<file path="src/rtl/program_rom_arbiter.sv">
// Round-robin arbiter sharing one combinational ROM read port between a
// multi-byte instruction-fetch burst requester and a single-byte data requester.
module program_rom_arbiter #(
  parameter int ADDR_W    = 8,
  parameter int DATA_W    = 8,
  parameter int BURST_LEN = 4
) (
  input  logic                        clk,
  input  logic                        rst,
  input  logic                        fetch_req,
  input  logic [ADDR_W-1:0]           fetch_addr,
  output logic                        fetch_ack,
  output logic [DATA_W*BURST_LEN-1:0] fetch_data,
  input  logic                        data_req,
  input  logic [ADDR_W-1:0]           data_addr,
  output logic                        data_ack,
  output logic [DATA_W-1:0]           data_out,
  output logic [ADDR_W-1:0]           rom_addr,
  input  logic [DATA_W-1:0]           rom_data,
  output logic                        busy
);

  localparam int CNT_W = (BURST_LEN > 1) ? $clog2(BURST_LEN) : 1;
  localparam logic [CNT_W-1:0] LAST_LANE = CNT_W'(BURST_LEN - 1);

  localparam logic [1:0] S_IDLE  = 2'd0;
  localparam logic [1:0] S_FETCH = 2'd1;
  localparam logic [1:0] S_DATA  = 2'd2;
  localparam logic [1:0] S_ACK   = 2'd3;

  logic [1:0]                  state_q, state_d;
  logic [ADDR_W-1:0]           base_q, base_d;
  logic [CNT_W-1:0]            cnt_q, cnt_d;
  logic                        lastData_q, lastData_d;
  logic [DATA_W*BURST_LEN-1:0] fetchData_q, fetchData_d;
  logic [DATA_W-1:0]           dataOut_q, dataOut_d;

  // lastData_q also identifies the port being served while in ACK.
  always_comb begin
    state_d     = state_q;
    base_d      = base_q;
    cnt_d       = cnt_q;
    lastData_d  = lastData_q;
    fetchData_d = fetchData_q;
    dataOut_d   = dataOut_q;
    case (state_q)
      S_IDLE: begin
        if (fetch_req && (!data_req || lastData_q)) begin
          state_d    = S_FETCH;
          base_d     = fetch_addr;
          cnt_d      = '0;
          lastData_d = 1'b0;
        end else if (data_req) begin
          state_d    = S_DATA;
          base_d     = data_addr;
          cnt_d      = '0;
          lastData_d = 1'b1;
        end
      end
      S_FETCH: begin
        for (int k = 0; k < BURST_LEN; k++) begin
          if (cnt_q == CNT_W'(k)) begin
            fetchData_d[k*DATA_W +: DATA_W] = rom_data;
          end
        end
        cnt_d = cnt_q + CNT_W'(1);
        if (cnt_q == LAST_LANE) begin
          state_d = S_ACK;
        end
      end
      S_DATA: begin
        dataOut_d = rom_data;
        state_d   = S_ACK;
      end
      default: begin
        state_d = S_IDLE;
      end
    endcase
  end

  // Reset leaves lastData set so fetch wins the first contention.
  always_ff @(posedge clk or negedge rst) begin
    if (!rst) begin
      state_q     <= S_IDLE;
      base_q      <= '0;
      cnt_q       <= '0;
      lastData_q  <= 1'b1;
      fetchData_q <= '0;
      dataOut_q   <= '0;
    end else begin
      state_q     <= state_d;
      base_q      <= base_d;
      cnt_q       <= cnt_d;
      lastData_q  <= lastData_d;
      fetchData_q <= fetchData_d;
      dataOut_q   <= dataOut_d;
    end
  end

  always_comb begin
    rom_addr = '0;
    if (state_q == S_FETCH) begin
      rom_addr = base_q + ADDR_W'(cnt_q);
    end else if (state_q == S_DATA) begin
      rom_addr = base_q;
    end
  end

  assign fetch_ack  = (state_q == S_ACK) && !lastData_q;
  assign data_ack   = (state_q == S_ACK) && lastData_q;
  assign busy       = (state_q != S_IDLE);
  assign fetch_data = fetchData_q;
  assign data_out   = dataOut_q;

endmodule

</file>
<file path="config.mk">
export PLATFORM = sky130hd
export DESIGN_NAME = program_rom_arbiter
export DESIGN_NICKNAME = d
export VERILOG_FILES = /design/src/rtl/program_rom_arbiter.sv
export SDC_FILE = /design/constraint.sdc
export NUM_CORES = 1
export LEC_CHECK = 0
export BUFFER_PORTS_ARGS = -buffer_cell sky130_fd_sc_hd__buf_2
export CORE_ASPECT_RATIO = 1.25
export CORE_MARGIN = 1
export CORE_UTILIZATION = 50
export DETAILED_ROUTE_END_ITERATION = 7
export PLACE_DENSITY = 0.84
export RECOVER_POWER = 25
export SLEW_MARGIN = 20
export SYNTH_ARGS = -nofsm -noshare
export SYNTH_HDL_FRONTEND = slang
export SYNTH_SLANG_ARGS = --single-unit
</file>
<file path="constraint.sdc">
create_clock -name clk -period 2.05 [get_ports clk]
set_input_delay 0.1025 -clock clk [delete_from_list [all_inputs] [get_ports clk]]
set_output_delay 0.1025 -clock clk [all_outputs]
set_load 0.005 [all_outputs]
</file>
==> metrics.cfg, run 1 <==
[layout]
layout.cells.non_filler = 345
final_nets = 324
n_antenna_cell = 0
final_common_cell = buf_2
syn_to_final_growth_pct = 24.5
nFillCells = 396
final_util = 0.651
multiInputGateArea_mm2 = 0.00110
layout_common_cells = buf_2, dfrtp_1, mux2_2
drive_gt1_frac = 0.460
seq_area_mm2 = 0.00133

[clock_tree]
cts_buffers = 5
htree_levels = 2
clk_pin_slew_ns = 0.09
clock_latency_ns = 0.30
cts_sinks = 53
cts_tree = built
clockBufferDepth = 2
clockRootBuffer = clkbuf_8

[setup_path]
regToRegStartpoint = state_q[1]
critPathCaptureType = output pin
critPathLaunchType = register
crit_required_ns = 1.95
crit_type = reg -> out
path_max_fanout = 3
arrival_ns = 1.85
crit_start = base_q[0]

[timing]
final_max_slew_viol_count = 0
tightest_slew_ns = 1.28
clock_skew_ns = 0.0113
hold_violations = 0
finalSetupViolCount = 0
timing.fmax_mhz = 512
period_needed_ns = 1.96
rsz0062_at_grt = yes
period_share = 0.954
max-slew-margin-rel = 0.148

[synth]
synth_top_area_share = 0.526
yosys_warnings = 0
synth_nets = 237
synthFlopType = dfrtp_1
yosysTopAreaCell = dfrtp_1
ys_types = 29
syn_area_mm2 = 0.00247
avgSynthCellArea_um2 = 12.6
ys_top_cells_by_area = dfrtp_1, mux2_2, ha_1
seq_area_frac_synth = 0.537
ys_async_sr_fraction = 1.00
synth_edf_count = 0
ys_seq_elements = 53
syn_inst = 197

[detailed_routing]
antenna_left = 0
vias = 1768
dr.pass1.iters = 3
drt_iter0_markers = 98
drc = 0
wl_per_cell_um = 14.2
wirelength_um = 4900
vias_per_cell = 5.12

[placed_design]
place_congestion = 0.795
port_buffers = 78
place_inst = 334
hpwlAfterDp_um = 3630

[grt]
grt-busiest-layer = met2
grt_pass1_vias = 1760
antenna_found_initial = 0
grt_pass1_wl_um = 7960
gr-usage-met3 = 0.0284
overflow = 0
globalRouteMet1Util = 0.242
grt.met2_usage = 0.363
grt_max_degree = 54
track_usage = 0.201

[die]
fp.dieW_um = 64.9
die_h_um = 80.6
ios = 79
rows = 28
die_area_mm2 = 0.00523
core_region_area_mm2 = 0.00473
initial_core_util = 0.523

[pwr]
p_leak_uw = 0.00146
powerDensity_mw_per_mm2 = 1520
irDropWorstVdd_v = 0.000781

[outcome]
status = complete, no violations

[run]
max_cap_violations = 0

[hold_path]
hold_path.class = in -> reg
min_from = fetch_req

==> registers in the layout, summed over array words and instances (netlist names) <==
name,count
fetch_data,32
base_q,8
data_out,8
cnt_q,2
state_q,2
lastData_q,1
==> final cells by class <==
type	count	share of cell area
Inverter	8	0.0110
Clock inverter	2	0.0126
Multi-Input combinational cell	131	0.359
Tap cell	60	0.0244
Timing Repair Buffer	85	0.139
Sequential cell	53	0.431
Clock buffer	6	0.0236
==> logic make-up after synthesis <==
kind of cell / share of synthesized area
multiplexers: 0.227
flip-flops: 0.537
AO/OA/AOI/OAI: 0.0698
XOR/XNOR: 0.0106
AND/OR/NAND/NOR: 0.0708
buffers and inverters: 0.0217
adder cells (fa/ha/maj): 0.0637
==> cells in the mapped netlist, types with 2 or more instances <==
cell type / instances
ha_1: 11
o31ai_1: 2
buf_2: 4
o21ai_0: 15
a21oi_1: 3
nand3_1: 6
a31oi_1: 2
mux2i_1: 11
nand2_1: 21
dfrtp_1: 52
xnor2_1: 3
inv_1: 8
mux2_2: 40
o21ai_2: 3
o21ai_1: 2
==> through the flow <==
stage	instance area (um2)	total power (uW)	TNS (ns)	hold WS (ns)	setup slack, ns
finish	3080	4670	0	0.0162	0.0950
global route	3080	5070	-0.0324	0.0271	-0.0324
CTS	3080	4710	0	0.0108	0.0456
detailed placement	2950	4000	0	0.260	0.296
global placement	2950	3880	0	0.251	0.324
floorplan	2470	3130	0	-0.193	0.509
==> routing by layer <==
metal | share of wire | wire (um) | up-vias
met5 | 0 | 0 | -
met4 | 0.013 | 62 | 0
met3 | 0.048 | 235 | 7
met2 | 0.50 | 2430 | 69
met1 | 0.44 | 2170 | 829
li1 | - | - | 863
==> critical path, cell delays in order, from the launching register on <==
cell,delay (ns)
dfrtp_1,0.37
ha_2,0.19
inv_2,0.04
fa_2,0.36
nand3b_1,0.19
xnor2_1,0.14
nand2_1,0.06
o21ai_1,0.07
buf_2,0.12
==> report_power, final <==
part / switching, uW / leakage, uW / total, uW / internal [uW]
registers: 345 / 0.000626 / 1930 / 1590
clock network: 327 / 0.0000554 / 694 / 367
logic: 955 / 0.000779 / 2040 / 1090
==> repair_timing <==
item | 4_1_cts | 5_1_grt
buffers inserted | 1 | 1
endpoints found under the setup margin | 2 | 5
resized for setup | 2 | 6
hold buffers | 1 | 0
pin swaps | 0 | 0
endpoints found under the hold margin | 52 | 0
gates cloned | 0 | 0
==> path summary, 6_finish.rpt <==
kind	endpoint	slack, ns	depth (start not counted)
min in group asynchronous	fetch_data[15]	0.69	3
max	rom_addr[4]	0.09	8
min	lastData_q	0.02	2
min reg2reg	fetch_data[24]	0.51	1
max reg2reg	state_q[0]	0.40	7
max in group asynchronous	fetch_data[29]	0.58	3
(Power assumes the default switching activity.)
==> run 2: changes to the inputs <==
Settings changed: BUFFER_PORTS_ARGS -buffer_cell sky130_fd_sc_hd__buf_2 to -buffer_cell sky130_fd_sc_hd__buf_4.
==> run 2 against run 1 <==
Effect of this change: setup slack worse by 0.011 ns; non-clock buffer count up 2; highest routed layer unchanged; critical path type unchanged; critical endpoint unchanged; wire length up 0.39%; register-to-register slack better by 0.04 ns; die area unchanged; sequential share of layout area down 2.7 points; flip-flop and latch count unchanged; core utilization up 4.4 points; clock skew down 0.0083 ns; via count up 1.6%; critical path depth unchanged; combinational power up 16%.
==> metrics.cfg, run 2 (synthesized netlist as in run 1, its figures left out) <==
[timing]
timing.fmax_mhz = 509  ; -0.57%
period_share = 0.959  ; +0.00549
period_needed_ns = 1.97  ; +0.0112 ns
hold_violations = 0  ; unchanged
fin_setup_tns_ns = 0  ; unchanged
clock_skew_ns = 0.00298  ; -0.00833 ns
fin_ws_ns = 0.0837  ; -0.0112 ns
tightest_slew_ns = 1.26  ; -0.0187 ns
rsz0062_at_grt = yes
max-slew-margin-rel = 0.161  ; +0.0125
finalSetupViolCount = 0  ; unchanged
hold_ws_ns = 0.0639  ; +0.0477 ns
final_max_slew_viol_count = 0  ; unchanged

[setup_path]
crit_start = base_q[0]
path_max_fanout = 3  ; unchanged
reg2reg_slack_ns = 0.44  ; +0.04 ns
critPathCaptureType = output pin
timing.rr.end = cnt_q[1]
cp_slowest_cell = dfrtp_1
crit_type = reg -> out
crit_chain = ha_2 -> inv_2 -> fa_2 -> nand3b_1 -> xnor2_1 -> nand2_1 -> o21ai_1 -> buf_4
critical_path_cell_count = 8  ; unchanged
critPathLaunchType = register
regToRegStartpoint = state_q[0]
endpoint = rom_addr[4]
path_buf_inv = 2  ; unchanged
worstRegToRegCells = 5  ; -2
arrival_ns = 1.86  ; about the same
slowest_delay_ns = 0.38  ; about the same
critical-path-top-delay-family = adder cells
crit_required_ns = 1.95  ; about the same

[clock_tree]
clk_pin_slew_ns = 0.09  ; about the same
clockRootBuffer = clkbuf_8
htree_levels = 2  ; unchanged
cts_buffers = 5  ; unchanged
clockBufferDepth = 2  ; unchanged
cts_tree = built
cts_sinks = 53  ; unchanged
clock_latency_ns = 0.30  ; about the same

[die]
initial_core_util = 0.523  ; unchanged
rows = 28  ; unchanged
ios = 79  ; unchanged
die_h_um = 80.6  ; unchanged
fp.dieW_um = 64.9  ; unchanged
core_region_area_mm2 = 0.00473  ; unchanged
die_area_mm2 = 0.00523  ; unchanged

[pwr]
power_frac_comb = 0.483  ; +0.045
intPower_uw = 3240  ; +6.5%
p_leak_uw = 0.00156  ; +6.7%
p_sw_uw = 1660  ; +2.3%
powerDensity_mw_per_mm2 = 1490  ; -1.5%
sequentialPowerShare = 0.399  ; -0.015
finalPower_uw = 4910  ; +5.1%
irDropWorstVdd_v = 0.000739  ; -5.4%
power_frac_clock = 0.118  ; -0.031
swShare = 0.339  ; -0.00908

[layout]
largest_reg_flops = 32  ; unchanged
layout_common_cells = buf_4, dfrtp_1, mux2_2
final_common_cell = buf_4
syn_to_final_growth_pct = 32.8
n_antenna_cell = 0  ; unchanged
drive_gt1_frac = 0.509  ; +0.0491
final_nets = 326  ; +0.62%
layout.cells.non_filler = 347  ; +0.58%

[detailed_routing]
dr.pass1.iters = 4  ; +1
wirelength_um = 4920  ; +0.39%
wl_per_cell_um = 14.2  ; -0.19%
drt_iter0_markers = 75  ; -23%
vias_per_cell = 5.18  ; +1.1%
drc = 0  ; unchanged
antenna_left = 0  ; unchanged
vias = 1797  ; +1.6%

[grt]
overflow = 0  ; unchanged
antenna_found_initial = 0  ; unchanged
grt_max_degree = 54  ; unchanged
track_usage = 0.206  ; +0.00577
grt_pass1_wl_um = 8140  ; +2.3%
grt_pass1_vias = 1667  ; -5.3%

[placed_design]
place_congestion = 0.778  ; -2.1%
dp_slack_ns = 0.293  ; -0.00290 ns
hpwlAfterDp_um = 3720  ; +2.6%
place_inst = 333  ; -0.30%
port_buffers = 78  ; unchanged

[outcome]
status = complete, no violations

[hold_path]
whs_path_depth = 2  ; unchanged
hold_path.class = in -> reg

[run]
max_cap_violations = 0  ; unchanged

[run 2: stage by stage]
step	cell area, um2	util
after floorplan	2470	-
after global placement	3130	0.662
after detailed placement	3130	0.662
after CTS	3260	0.689
after global routing	3290	0.695
final	3290	0.695
[run 2: final cells by class]
cell class / count / area [um2]
fillers: 372 / 1440
multi-input cells: 131 / 1110
repair buffers: 87 / 656
clock buffers: 5 / 68.8
well taps: 60 / 75.1
inverters: 8 / 30.0
clock inverters: 3 / 21.3
flip-flops and latches: 53 / 1330
[run 2: power groups by stage]
| stage | Sequential (uW) | Combinational (uW) | Clock, uW |
|---|---|---|---|
| floorplan | 1940 | 1190 | 0 |
| global placement | 1950 | 2250 | 0 |
| detailed placement | 1990 | 2330 | 0 |
| CTS | 1960 | 2360 | 596 |
| global route | 2030 | 2640 | 646 |
| finish | 1960 | 2370 | 578 |
[run 2: layer usage]
layer | share of wire | vias to the layer above | GRT usage
li1 | - | 868 | -
met1 | 0.43 | 848 | 0.255
met2 | 0.50 | 74 | 0.368
met3 | 0.057 | 7 | 0.0384
met4 | 0.0093 | 0 | 0.0467
met5 | 0 | - | 0
[run 2: repair_timing]
action	4_1_cts	5_1_grt
hold buffers	2	0
buffers inserted	1	3
hold endpoints to repair	53	0
gates resized for setup	2	5
setup endpoints to repair	2	5
[run 2: worst min-delay path by stage]
stage / slack, ns / startpoint / end
2_1_floorplan: -0.19 / rst / base_q[0]
3_3_place_gp: 0.17 / rst / fetch_data[28]
3_5_place_dp: 0.18 / rst / fetch_data[28]
4_1_cts: 0.06 / rom_data[2] / fetch_data[18]
5_1_grt: 0.05 / rom_data[2] / fetch_data[26]
6_report: 0.06 / rom_data[4] / data_out[4]
[run 2: worst register-to-register path, cell delays in order, from the launching register on]
cell and delay, ns:
dfrtp_1 0.44, inv_1 0.10, ha_1 0.27, or3b_4 0.44, a21boi_4 0.16, o21ai_2 0.13
==> run 3: changes to the inputs <==
Settings changed: CORE_ASPECT_RATIO 1.25 to 0.75.
==> run 3 against run 2 <==
Effect of this change: critical path depth did not move; fmax is 0.21% higher; wire length up 4.7%; clock power up 25%; core utilization increased by 2.0 points.
==> metrics.cfg, run 3 (synthesized netlist as in run 1, its figures left out) <==
[outcome]
status = complete, no violations

[layout]
final_common_cell = buf_4
final_nets = 323  ; -0.92%
final_util = 0.715  ; +0.0201
drive_gt1_frac = 0.496  ; -0.0122
largest_reg_flops = 32  ; unchanged
layout_common_cells = buf_4, dfrtp_1, mux2_2
syn_to_final_growth_pct = 32.9  ; about the same
stdcell_area_mm2 = 0.00329  ; about the same
layout.cells.non_filler = 341  ; -1.7%
n_antenna_cell = 0  ; unchanged
nFillCells = 330  ; -11%

[clock_tree]
clockRootBuffer = clkbuf_8
cts_sinks = 53  ; unchanged
clk_pin_slew_ns = 0.09  ; about the same
cts_buffers = 5  ; unchanged
htree_levels = 2  ; unchanged
clockBufferDepth = 2  ; unchanged
clock_latency_ns = 0.30  ; about the same
cts_tree = built

[setup_path]
critical-path-top-delay-family = adder cells
critical_path_cell_count = 8  ; unchanged
critPathCaptureType = output pin
path_max_fanout = 3  ; unchanged
cp_slowest_cell = dfrtp_1
critPathLaunchType = register
path_buf_inv = 2  ; unchanged
slowest_delay_ns = 0.37  ; about the same
arrival_ns = 1.86  ; about the same
worstRegToRegCells = 4  ; -1
crit_chain = ha_1 -> inv_1 -> fa_2 -> nand3b_1 -> xnor2_1 -> nand2_1 -> o21ai_0 -> buf_4
crit_type = reg -> out
crit_required_ns = 1.95  ; about the same

[grt]
track_usage = 0.209  ; +0.00273
overflow = 0  ; unchanged
gr-usage-met3 = 0.0449  ; +0.00656
grt_max_degree = 54  ; unchanged
antenna_found_initial = 0  ; unchanged
grt.met2_usage = 0.355  ; -0.0132
grt-busiest-layer = met2
grt_pass1_vias = 1847  ; +11%
grt_pass1_wl_um = 8650  ; +6.3%
globalRouteMet1Util = 0.273  ; +0.0179

[placed_design]
place_congestion = 0.781  ; +0.40%
dpl_cell_area_mm2 = 0.00313  ; -0.12%
port_buffers = 78  ; unchanged
hpwlAfterDp_um = 3730  ; +0.29%
place_inst = 330  ; -0.90%

[timing]
period_share = 0.957  ; -0.00198
hold_ws_ns = 0.0674  ; +0.00352 ns
max-slew-margin-rel = 0.151  ; -0.00999
rsz0062_at_grt = yes
tightest_slew_ns = 1.27  ; +0.0150 ns
period_needed_ns = 1.96  ; -0.00406 ns
hold_violations = 0  ; unchanged
finalSetupViolCount = 0  ; unchanged
clock_skew_ns = 0.00531  ; +0.00232 ns
timing.fmax_mhz = 510  ; +0.21%
final_max_slew_viol_count = 0  ; unchanged

[pwr]
irDropWorstVdd_v = 0.000925  ; +25%
p_leak_uw = 0.00156  ; about the same
powerDensity_mw_per_mm2 = 1530  ; +2.4%

[detailed_routing]
vias_per_cell = 5.25  ; +1.4%
drt_iter0_markers = 72  ; -4.0%
wirelength_um = 5150  ; +4.7%
vias = 1791  ; -0.33%
wl_per_cell_um = 15.1  ; +6.5%
drc = 0  ; unchanged
dr.pass1.iters = 4  ; unchanged
antenna_left = 0  ; unchanged

[die]
rows = 21  ; -25%
core_region_area_mm2 = 0.00460  ; -2.8%
die_h_um = 62.9  ; -22%
fp.dieW_um = 83.2  ; +28%
ios = 79  ; unchanged
initial_core_util = 0.538  ; +0.0149
die_area_mm2 = 0.00524  ; about the same

[hold_path]
whs_path_depth = 2  ; unchanged
hold_path.class = in -> reg

[run]
max_cap_violations = 0  ; unchanged

==> run 3: cell types whose count changed in the layout (fill, tap and decap cells not counted), sizes merged <==
cell	before	now
inv	9	8
clkbuf	6	8
buf	84	80
bufinv	0	1
clkinv	1	0
==> run 3: worst paths after layout <==
path,from,end,slack [ns]
worst max-delay path,base_q[0],rom_addr[4],0.09
worst min-delay path,rom_data[0],fetch_data[8],0.07
worst max register to register,cnt_q[0],fetch_data[26],0.42
worst min register to register,fetch_data[13],fetch_data[13],0.51
max in group asynchronous,rst,base_q[6],0.64
min in group asynchronous,rst,fetch_data[29],0.64
==> run 3: area by class of cell <==
class	instances	area [um2]	share of cell area
multi-input cells	131	1100	0.336
clock buffers	6	82.6	0.0251
well taps	57	71.3	0.0217
inverters	8	30.0	0.00914
clock inverters	2	37.5	0.0114
repair buffers	84	633	0.193
flip-flops and latches	53	1330	0.404
==> run 3: per-stage QoR <==
stage                     TNS, ns  setup slack [ns]  power [uW]
after floorplan                 0             0.509        3130
after global placement          0             0.334        4200
after detailed placement        0             0.242        4310
after CTS                       0            0.0190        5050
after global routing      -0.0518           -0.0460        5410
final                           0            0.0878        5020
==> run 3: timing repair <==
item / 4_1_cts / 5_1_grt
gates resized for setup: 1 / 3
setup endpoints to repair: 2 / 6
pin swaps: 0 / 0
setup buffers: 1 / 0
hold endpoints to repair: 53 / 0
hold buffers: 2 / 0
==> run 3: power by group <==
group          switching (uW)  internal [uW]
sequential                362           1590
combinational             972           1380
clock                     325            397
==> run 3: layer usage <==
layer	part of all wire	up-vias
met5	0	-
met4	0.0095	0
met3	0.058	7
met2	0.50	54
met1	0.44	870
li1	-	860
